## config.mk

```make
export PLATFORM = sky130hd
export DESIGN_NAME = edfic_hart_if
export DESIGN_NICKNAME = d
export VERILOG_FILES = /design/src/rtl/edfic_hart_if.sv
export SDC_FILE = /design/constraint.sdc
export NUM_CORES = 1
export LEC_CHECK = 0
export BUFFER_PORTS_ARGS = -buffer_cell sky130_fd_sc_hd__buf_4
export CAP_MARGIN = 20
export CORE_MARGIN = 1
export CORE_UTILIZATION = 58
export DETAILED_ROUTE_END_ITERATION = 6
export PLACE_DENSITY_LB_ADDON = 0.12
export SLEW_MARGIN = 20
export SYNTH_ARGS = -nofsm -noshare
export SYNTH_HDL_FRONTEND = slang
export SYNTH_SLANG_ARGS = --single-unit
```

## constraint.sdc

```tcl
create_clock -name clk_i -period 7.9 [get_ports clk_i]
set_clock_uncertainty 0.2 [all_clocks]
set_input_delay 1.58 -clock clk_i [delete_from_list [all_inputs] [get_ports clk_i]]
set_output_delay 1.58 -clock clk_i [all_outputs]
set_load 0.02 [all_outputs]
```

## src/rtl/edfic_hart_if.sv

```systemverilog
// Core-side end of the EDF interrupt controller: preemption decision, request/claim
// handshake with the hart, and a nesting stack of absolute handler deadlines.
module edfic_hart_if #(
   parameter  int NrIrqs    = 4,
   parameter  int DlWidth   = 24,
   parameter  int NestDepth = 4,
   localparam int IdWidth   = $clog2(NrIrqs),
   localparam int NestW     = $clog2(NestDepth + 1)
) (
   input  logic               clk_i,
   input  logic               rst_i,
   input  logic [63:0]        mtime_i,
   input  logic               irq_valid_i,
   input  logic [IdWidth-1:0] irq_id_i,
   input  logic [DlWidth-1:0] irq_dl_i,
   output logic               irq_ack_o,
   output logic [IdWidth-1:0] irq_id_o,
   output logic               core_irq_o,
   output logic [IdWidth-1:0] core_irq_id_o,
   input  logic               core_take_i,
   input  logic               core_exit_i,
   output logic [NestW-1:0]   nest_o,
   output logic [DlWidth-1:0] cur_dl_o,
   output logic               exit_err_o
);

   typedef enum logic [1:0] {
      ST_WAIT = 2'd0,
      ST_REQ  = 2'd1,
      ST_ACK  = 2'd2
   } state_e;

   state_e               state_q, state_d;
   logic [NestW-1:0]     depth_q, depth_d;
   logic [DlWidth-1:0]   cur_abs_q, cur_abs_d;
   logic [DlWidth-1:0]   off_dl_q, off_dl_d;
   logic [IdWidth-1:0]   core_irq_id_q, core_irq_id_d;
   logic [IdWidth-1:0]   irq_id_q, irq_id_d;
   logic                 exit_err_q, exit_err_d;
   logic                 core_irq_q, core_irq_d;
   logic                 irq_ack_q, irq_ack_d;
   logic [DlWidth-1:0]   stack_q [NestDepth];
   logic [DlWidth-1:0]   stack_d [NestDepth];

   logic [DlWidth-1:0]   now;
   logic [DlWidth-1:0]   cur_rel;
   logic [DlWidth-1:0]   pop_val;
   logic                 depth_zero;
   logic                 eligible;
   logic                 push;
   logic                 unused_mtime_hi;

   // Only the low DlWidth bits of mtime take part in the modular deadline arithmetic.
   assign unused_mtime_hi = ^mtime_i[63:DlWidth];

   always_comb begin
      now        = mtime_i[DlWidth-1:0];
      cur_rel    = cur_abs_q - now;
      depth_zero = (depth_q == '0);
      eligible   = irq_valid_i && (depth_q < NestW'(NestDepth)) &&
                   (depth_zero || (irq_dl_i < cur_rel));
   end

   // Entry (depth-2) holds the deadline of the handler that resumes on exit.
   always_comb begin
      pop_val = '0;
      for (int i = 0; i < NestDepth; i++) begin
         if (depth_q == NestW'(i + 2)) pop_val = stack_q[i];
      end
   end

   always_comb begin
      state_d       = state_q;
      depth_d       = depth_q;
      cur_abs_d     = cur_abs_q;
      off_dl_d      = off_dl_q;
      core_irq_id_d = core_irq_id_q;
      irq_id_d      = irq_id_q;
      exit_err_d    = exit_err_q;
      push          = 1'b0;

      if (core_exit_i) begin
         if (depth_zero) begin
            exit_err_d = 1'b1;
         end else begin
            depth_d   = depth_q - NestW'(1);
            cur_abs_d = (depth_q == NestW'(1)) ? '0 : pop_val;
         end
      end

      case (state_q)
         ST_WAIT: begin
            if (eligible) begin
               state_d       = ST_REQ;
               core_irq_id_d = irq_id_i;
               off_dl_d      = irq_dl_i;
            end
         end
         ST_REQ: begin
            // An exit in the same cycle wins over a take: drop back and re-evaluate.
            if (core_exit_i || !eligible) begin
               state_d = ST_WAIT;
            end else if (core_take_i) begin
               state_d   = ST_ACK;
               push      = !depth_zero;
               cur_abs_d = off_dl_q + now;
               depth_d   = depth_q + NestW'(1);
               irq_id_d  = core_irq_id_q;
            end else begin
               core_irq_id_d = irq_id_i;
               off_dl_d      = irq_dl_i;
            end
         end
         ST_ACK: begin
            state_d = ST_WAIT;
         end
         default: begin
            state_d = ST_WAIT;
         end
      endcase

      core_irq_d = (state_d == ST_REQ);
      irq_ack_d  = (state_d == ST_ACK);
   end

   for (genvar gi = 0; gi < NestDepth; gi++) begin : g_stack
      assign stack_d[gi] = (push && (depth_q == NestW'(gi + 1))) ? cur_abs_q : stack_q[gi];
   end

   always_ff @(posedge clk_i) begin
      if (rst_i) begin
         state_q       <= ST_WAIT;
         depth_q       <= '0;
         cur_abs_q     <= '0;
         off_dl_q      <= '0;
         core_irq_id_q <= '0;
         irq_id_q      <= '0;
         exit_err_q    <= 1'b0;
         core_irq_q    <= 1'b0;
         irq_ack_q     <= 1'b0;
         for (int i = 0; i < NestDepth; i++) stack_q[i] <= '0;
      end else begin
         state_q       <= state_d;
         depth_q       <= depth_d;
         cur_abs_q     <= cur_abs_d;
         off_dl_q      <= off_dl_d;
         core_irq_id_q <= core_irq_id_d;
         irq_id_q      <= irq_id_d;
         exit_err_q    <= exit_err_d;
         core_irq_q    <= core_irq_d;
         irq_ack_q     <= irq_ack_d;
         for (int i = 0; i < NestDepth; i++) stack_q[i] <= stack_d[i];
      end
   end

   assign irq_ack_o     = irq_ack_q;
   assign irq_id_o      = irq_id_q;
   assign core_irq_o    = core_irq_q;
   assign core_irq_id_o = core_irq_id_q;
   assign nest_o        = depth_q;
   assign cur_dl_o      = depth_zero ? '0 : cur_rel;
   assign exit_err_o    = exit_err_q;

endmodule

```

==> key figures, run 1 <==
Cells and area
  – Layout net count: around 1300
  – # diodes: 0
  – Layout area overhead: 14.4%
  – Share of layout cells above drive strength 1: 0.127

Yosys
  – Synth unique cells: 66
  – Syn Nets: between 1000 and 1500
  – Post-Synthesis Cells: 1113
  – Area leader, netlist: dfxtp_1
  – Ys Warns: 0
  – Flip-flop and latch count after synthesis: roughly 160
  – Post-synth EDFFs: 0
  – Post-synth top cells: 156 x dfxtp_1, 154 x nor2_1, 94 x nand2_1
  – Synth Cell Area: 9280 sq um
  – Top-count cell post-synth: dfxtp_1
  – Synth top area cells: dfxtp_1 34%, ha_1 10%, mux2i_1 8.0%, nor2_1 6.2%, a21oi_1 4.5%
  – Synth top area share: 0.336
  – Async S/R FF share, synth: 0
  – Top_reg_cell synth: dfxtp_1
  – Synthesized area per cell: 8.34 sq um
  – Sequential-to-total area share from yosys stat: 0.336

STA
  – Final period utilization: 0.839
  – Worst Tran Pin Value: roughly 1.1 ns
  – Final Hold Vio Count: 0
  – Max Clk Rate: roughly 150 MHz
  – RSZ-0062 raised after global routing: no
  – Setup violators final: 0
  – Setup TNS: 0 ns
  – Max Slew Vio Count: 0
  – Slew margin rel.: 0.252
  – Post-layout min period: 6.62 ns

Critical path
  – Top delay family on crit path: simple AND/OR/NAND/NOR gates
  – Crit Path Class: input port to register
  – Kind of end point of the critical path: register
  – Worst path arrival time: between 6 and 7 ns
  – CP max stage delay: roughly 0.54 ns
  – WP buf/inv: 3
  – WP data required: about 8.0 ns
  – Crit-path slowest cell: or4_4
  – Critical path cell sequence: buf_4, inv_1, ha_1, a21oi_1, nand2b_1, nand3_1, or3_1, o221ai_2, a211oi_1, o31a_1, or2_2, ha_1, nand3_1, or4_4, nor3_1, o41ai_1, nand4_1, buf_4, and2_1, xnor2_1, nor2_1
  – Crit Path Max Fanout: 12
  – Setup crit start kind: input port

Route
  – Detailed Routing Iterations Pass 1: 6
  – DRC violations left: 0
  – Post-route ant nets: 0
  – Via-to-Cell Ratio: between 6 and 7
  – DR WL/cell: 17.9 um
  – Routed WL: roughly 25000 um
  – Via count: 8476
  – DRT iter0 DRCs: approximately 900

Place
  – Gpl congestion: slightly above 0.9
  – Port bufs: between 80 and 90
  – Post-DP HPWL: 17200 um

Floorplan
  – Starting density of the core: 0.602
  – Full die area: 16500 sq um
  – Core area: ~15000 sq um
  – Die height: approximately 130 um
  – I/O pin count: 129
  – Die Wd: 129 um
  – Cell Rows: 45

CTS
  – Skew-Pair Late Insertion Delay: around 0.42 ns
  – CTS Root Cell: clkbuf_16
  – H-tree lvl count: 4
  – Worst-path clk slew: roughly 0.060 ns
  – Post-CTS sizing: 0
  – Num CTS Buffers: 17
  – CTS tree: built
  – CTS Sinks: between 150 and 200
  – Buffer count from post-CTS setup fixing: 0
  – Hold_buf cts: 0
  – Clock tree buffer depth: 2

GRT
  – Number of global-route vias before repair: about 7600
  – Aggregate global-route resource usage: 0.306
  – Largest net degree at the start of global routing: 86
  – First-pass GRT wire length: roughly 40000 um
  – Antenna violations before repair: 0
  – Overflow after GRT: 0

Pwr
  – Leakage power: approximately 4.4 nW
  – Power per cell area: between 300 and 400 nW/um^2
  – Total Power: between 3 and 4 mW
  – VDD IR max: ~0.20 mV

Run status
  – Run status: complete, no violations

Hold path
  – Worst hold path type: register to register

Flow run
  – Number of max-cap violations: 0
## cell usage in the layout (no fill, tap or decap), drive strengths merged, types with 14 or more instances in the layout
master	n
buf	101
nor3	32
ha	75
nand3	21
o21ai	35
xnor2	23
dfxtp	156
o211ai	16
mux2i	74
a21o	14
a21oi	84
a222oi	14
nor2b	34
a22o	20
clkbuf	20
inv	50
nand2	94
nor2	154
## layout make-up
class                      instances  area, sq um
clock buffer                      20          457
inverter                          44          165
clock inverter                    12          105
fill                            1304         4810
multi-input combinational        848         5740
sequential                       156         3120
timing repair buffer             101          758
tap                              211          264
## power by group
part,total [mW],internal [mW],switching (mW)
registers,0.980,0.866,0.114
clock network,0.781,0.429,0.352
logic,1.68,0.660,1.02
total,3.44,1.95,1.49
## logic make-up after synthesis
kind of cell    share of synthesized area
xor+xnor                           0.0330
buf+inv                            0.0473
flops                               0.336
compound gates                      0.204
mux                                0.0798
simple gates                        0.194
fa+ha+maj                           0.105
## worst register-to-register path, delay by kind of cell (launching register included)
| family | cells | cell delay, ns |
|---|---|---|
| simple gates | 10 | 2.63 |
| buf+inv | 1 | 0.27 |
| fa+ha+maj | 2 | 0.65 |
| flops | 1 | 0.48 |
| compound gates | 5 | 1.28 |
| xor+xnor | 1 | 0.16 |
## per-stage QoR
stage / hold WS (ns) / setup slack [ns] / cells / util / cell area [sq um]
after floorplan: 0.232 / 1.86 / 1113 / - / 9280
after global placement: 0.238 / 1.01 / 1360 / 0.651 / 10000
after detailed placement: 0.243 / 0.977 / 1360 / 0.652 / 10100
after CTS: 0.252 / 1.37 / 1392 / 0.688 / 10600
after global routing: 0.269 / 0.927 / 1392 / 0.688 / 10600
final: 0.251 / 1.28 / 1392 / 0.688 / 10600
## state kept, by name, indices dropped and copies added, names as in the netlist
| register | count |
|---|---|
| state_q | 2 |
| irq_ack_o | 1 |
| off_dl_q | 24 |
| core_irq_o | 1 |
| nest_o | 3 |
| cur_abs_q | 24 |
| core_irq_id_o | 2 |
| stack_q | 96 |
| exit_err_o | 1 |
| irq_id_o | 2 |
## layer usage
metal / part of all wire / vias to the layer above / GRT usage
met5: 0 / - / 0
met4: 0.0094 / 0 / 0.0664
met3: 0.086 / 20 / 0.0582
met2: 0.45 / 386 / 0.487
met1: 0.46 / 3970 / 0.429
li1: - / 4100 / -
## path summary, 6_finish.rpt
kind                               from                          to  slack (ns)  cells past startpoint
max                          mtime_i[6]        nest_o[0]$_SDFF_PP0_        1.28                     21
min          stack_q[2][8]$_SDFFE_PP0P_  stack_q[2][8]$_SDFFE_PP0P_        0.25                      2
max reg2reg     cur_abs_q[6]$_SDFF_PP0_        nest_o[0]$_SDFF_PP0_        2.09                     19
min reg2reg  stack_q[2][8]$_SDFFE_PP0P_  stack_q[2][8]$_SDFFE_PP0P_        0.25                      2
Power figures use the tool's default switching activity.
==> run 2, diff against run 1 <==
==> constraint.sdc (replaced) <==
create_clock -name clk_i -period 6.3 [get_ports clk_i]
set_clock_uncertainty 0.2 [all_clocks]
set_input_delay 1.26 -clock clk_i [delete_from_list [all_inputs] [get_ports clk_i]]
set_output_delay 1.26 -clock clk_i [all_outputs]
set_load 0.02 [all_outputs]
==> run 2 against run 1 <==
Net effect:
- the run now ends with design-rule violations left
- sequential power up 27%
- register-to-register slack worse by 1.1 ns
- combinational power up 25%
- clock-buffer cell count up 1
- total power up 25%
- utilization up 0.62 points
- cell area up 0.90%
==> key figures, run 2 (synthesized netlist as in run 1, its figures left out) <==
Pwr
  – Comb pwr share: 0.488
  – Sequential share of power: 0.288
  – Switching Share: 0.427
  – Clock power share: 0.224
  – VDD IR max: 0.237 mV
  – Power per cell area: just over 400 nW/um^2
  – Leakage power: around 4.5 nW
  – Int Pwr: between 2 and 2.5 mW
  – Sw power: 1.84 mW

Hold path
  – Min-Delay Endpoint: stack_q[2][9]$_SDFFE_PP0P_
  – Worst hold path type: register to register
  – Hold-critical path depth: 2
  – Hold path start: stack_q[2][9]$_SDFFE_PP0P_

STA
  – Slew margin rel.: 0.370
  – Final period utilization: 0.915
  – Max Clk Rate: roughly 170 MHz
  – Worst Tran Pin Value: 0.933 ns
  – Setup violators final: 0
  – RSZ-0062 raised after global routing: no
  – Max Slew Vio Count: 0
  – Final Hold Vio Count: 0
  – Setup slack after layout: about 0.54 ns
  – Post-layout min period: 5.76 ns
  – Setup TNS: 0 ns

CTS
  – Skew-Pair Late Insertion Delay: about 0.42 ns
  – CTS tree: built
  – Buffer count from post-CTS setup fixing: 0
  – CTS Sinks: about 160
  – Post-CTS sizing: 0
  – CTS Root Cell: clkbuf_16
  – Num CTS Buffers: 17
  – Clock tree buffer depth: 2
  – Worst-path clk slew: roughly 0.06 ns
  – H-tree lvl count: 4
  – Hold_buf cts: 0

Critical path
  – Crit Path Class: input port to register
  – CP max stage delay: 0.59 ns
  – WP buf/inv: 3
  – WP data required: between 6 and 7 ns
  – Worst R2R Setup Slack: 1.00 ns
  – Worst R2R Start: cur_abs_q[0]$_SDFF_PP0_
  – Worst reg-to-reg path cell count: 20
  – Critical R2R Capture: cur_abs_q[7]$_SDFF_PP0_
  – Setup crit start kind: input port
  – Critical path cell sequence: buf_4, inv_1, ha_1, o21ai_0, a21oi_1, o21ai_0, a21oi_1, o221ai_2, a211oi_1, o311a_1, nor3_1, ha_1, nand4_1, or4_4, o2111a_1, and2_1, and3_1, buf_4, nor3_1, a2111oi_2
  – Top delay family on crit path: compound AO/OA/AOI/OAI gates
  – Worst path arrival time: 5.82 ns
  – Kind of end point of the critical path: register
  – Crit-path slowest cell: or4_4
  – Crit Path Max Fanout: 12

Floorplan
  – Die height: about 130 um
  – Cell Rows: 45
  – Core area: about 15000 sq um
  – Die Wd: 129 um
  – Starting density of the core: 0.602
  – I/O pin count: ~130
  – Full die area: 16500 sq um

GRT
  – First-pass GRT wire length: 39500 um
  – Antenna violations before repair: 0
  – Overflow after GRT: 0
  – Largest net degree at the start of global routing: 85
  – Aggregate global-route resource usage: 0.306
  – Number of global-route vias before repair: a little under 8000

Cells and area
  – Most common cell after layout, fill and taps aside: dfxtp_1
  – Max reg flops: 96
  – Layout net count: roughly 1300
  – Regs by FF count: stack_q: 96 flops, cur_abs_q: 24 flops, off_dl_q: 24 flops
  – Fillers: between 1000 and 1500
  – Layout area overhead: 15.4%
  – Most frequent cells in the layout: 156 x dfxtp_1, 154 x nor2_1, 103 x buf_4
  – Share of layout cells above drive strength 1: 0.131
  – Register with the most flip-flops: stack_q
  – # diodes: 0

Route
  – Via count: 8353
  – DRT iter0 DRCs: 814
  – Via-to-Cell Ratio: ~6
  – Highest metal used: met4
  – DR WL/cell: about 18 um
  – Met3 WL: between 1500 and 2000 um
  – Post-route ant nets: 0
  – Metal2 WL: 10700 um
  – DRC violations left: 5
  – Routed WL: approximately 25000 um
  – DRT met1 WL: 11500 um
  – Detailed Routing Iterations Pass 1: 7

Place
  – Post-DP HPWL: 17000 um
  – Port bufs: 88
  – Pre-CTS WS: between 0.15 and 0.2 ns
  – Gpl congestion: between 0.8 and 0.9

Run status
  – Run status: finished with violations
  – Violated checks: design-rule violations

Flow run
  – Number of max-cap violations: 0
==> run 2: area by class of cell <==
class / count / area [sq um] / area share
clock buffer: 21 / 470 / 0.0439
timing repair buffer: 108 / 868 / 0.0811
clock inverter: 10 / 81.3 / 0.00759
multi-input combinational: 848 / 5740 / 0.536
tap: 211 / 264 / 0.0246
inverter: 44 / 165 / 0.0154
sequential: 156 / 3120 / 0.292
==> run 2: power by group through the flow <==
stage	clock network (mW)	logic [mW]	registers, mW
global placement	0	2.04	1.25
finish	0.964	2.10	1.24
floorplan	0	1.48	1.19
detailed placement	0	2.06	1.25
CTS	0.970	2.08	1.23
global route	1.02	2.31	1.25
==> run 2: worst max-delay path by stage <==
stage / start / to / slack [ns] / depth (start not counted)
4_1_cts: mtime_i[6] / cur_abs_q[7]$_SDFF_PP0_ / 0.59 / 20
3_3_place_gp: mtime_i[0] / nest_o[0]$_SDFF_PP0_ / 0.16 / 20
2_1_floorplan: mtime_i[6] / cur_abs_q[15]$_SDFF_PP0_ / 0.58 / 19
6_report: mtime_i[2] / cur_abs_q[7]$_SDFF_PP0_ / 0.54 / 20
3_5_place_dp: mtime_i[0] / cur_abs_q[2]$_SDFF_PP0_ / 0.17 / 20
5_1_grt: mtime_i[6] / cur_abs_q[2]$_SDFF_PP0_ / 0.16 / 21
==> run 2: layer usage <==
| layer | vias to the layer above | GRT usage |
|---|---|---|
| li1 | 4130 | - |
| met1 | 3849 | 0.430 |
| met2 | 348 | 0.473 |
| met3 | 26 | 0.0553 |
| met4 | 0 | 0.0976 |
| met5 | - | 0 |
==> run 2: per-stage QoR <==
step	util	hold slack, ns	instance area, sq um	total power, mW	std cells
after floorplan	-	0.232	9280	2.67	1113
after global placement	0.658	0.239	10100	3.29	1366
after detailed placement	0.658	0.243	10100	3.32	1366
after CTS	0.693	0.251	10700	4.28	1397
after global routing	0.694	0.269	10700	4.58	1398
final	0.694	0.251	10700	4.31	1398
==> run 2: worst min-delay path: cells and delay by family, from the launching register on <==
family	cells	cell delay, ns
simple gates	1	0.05
compound gates	1	0.05
flops	1	0.31
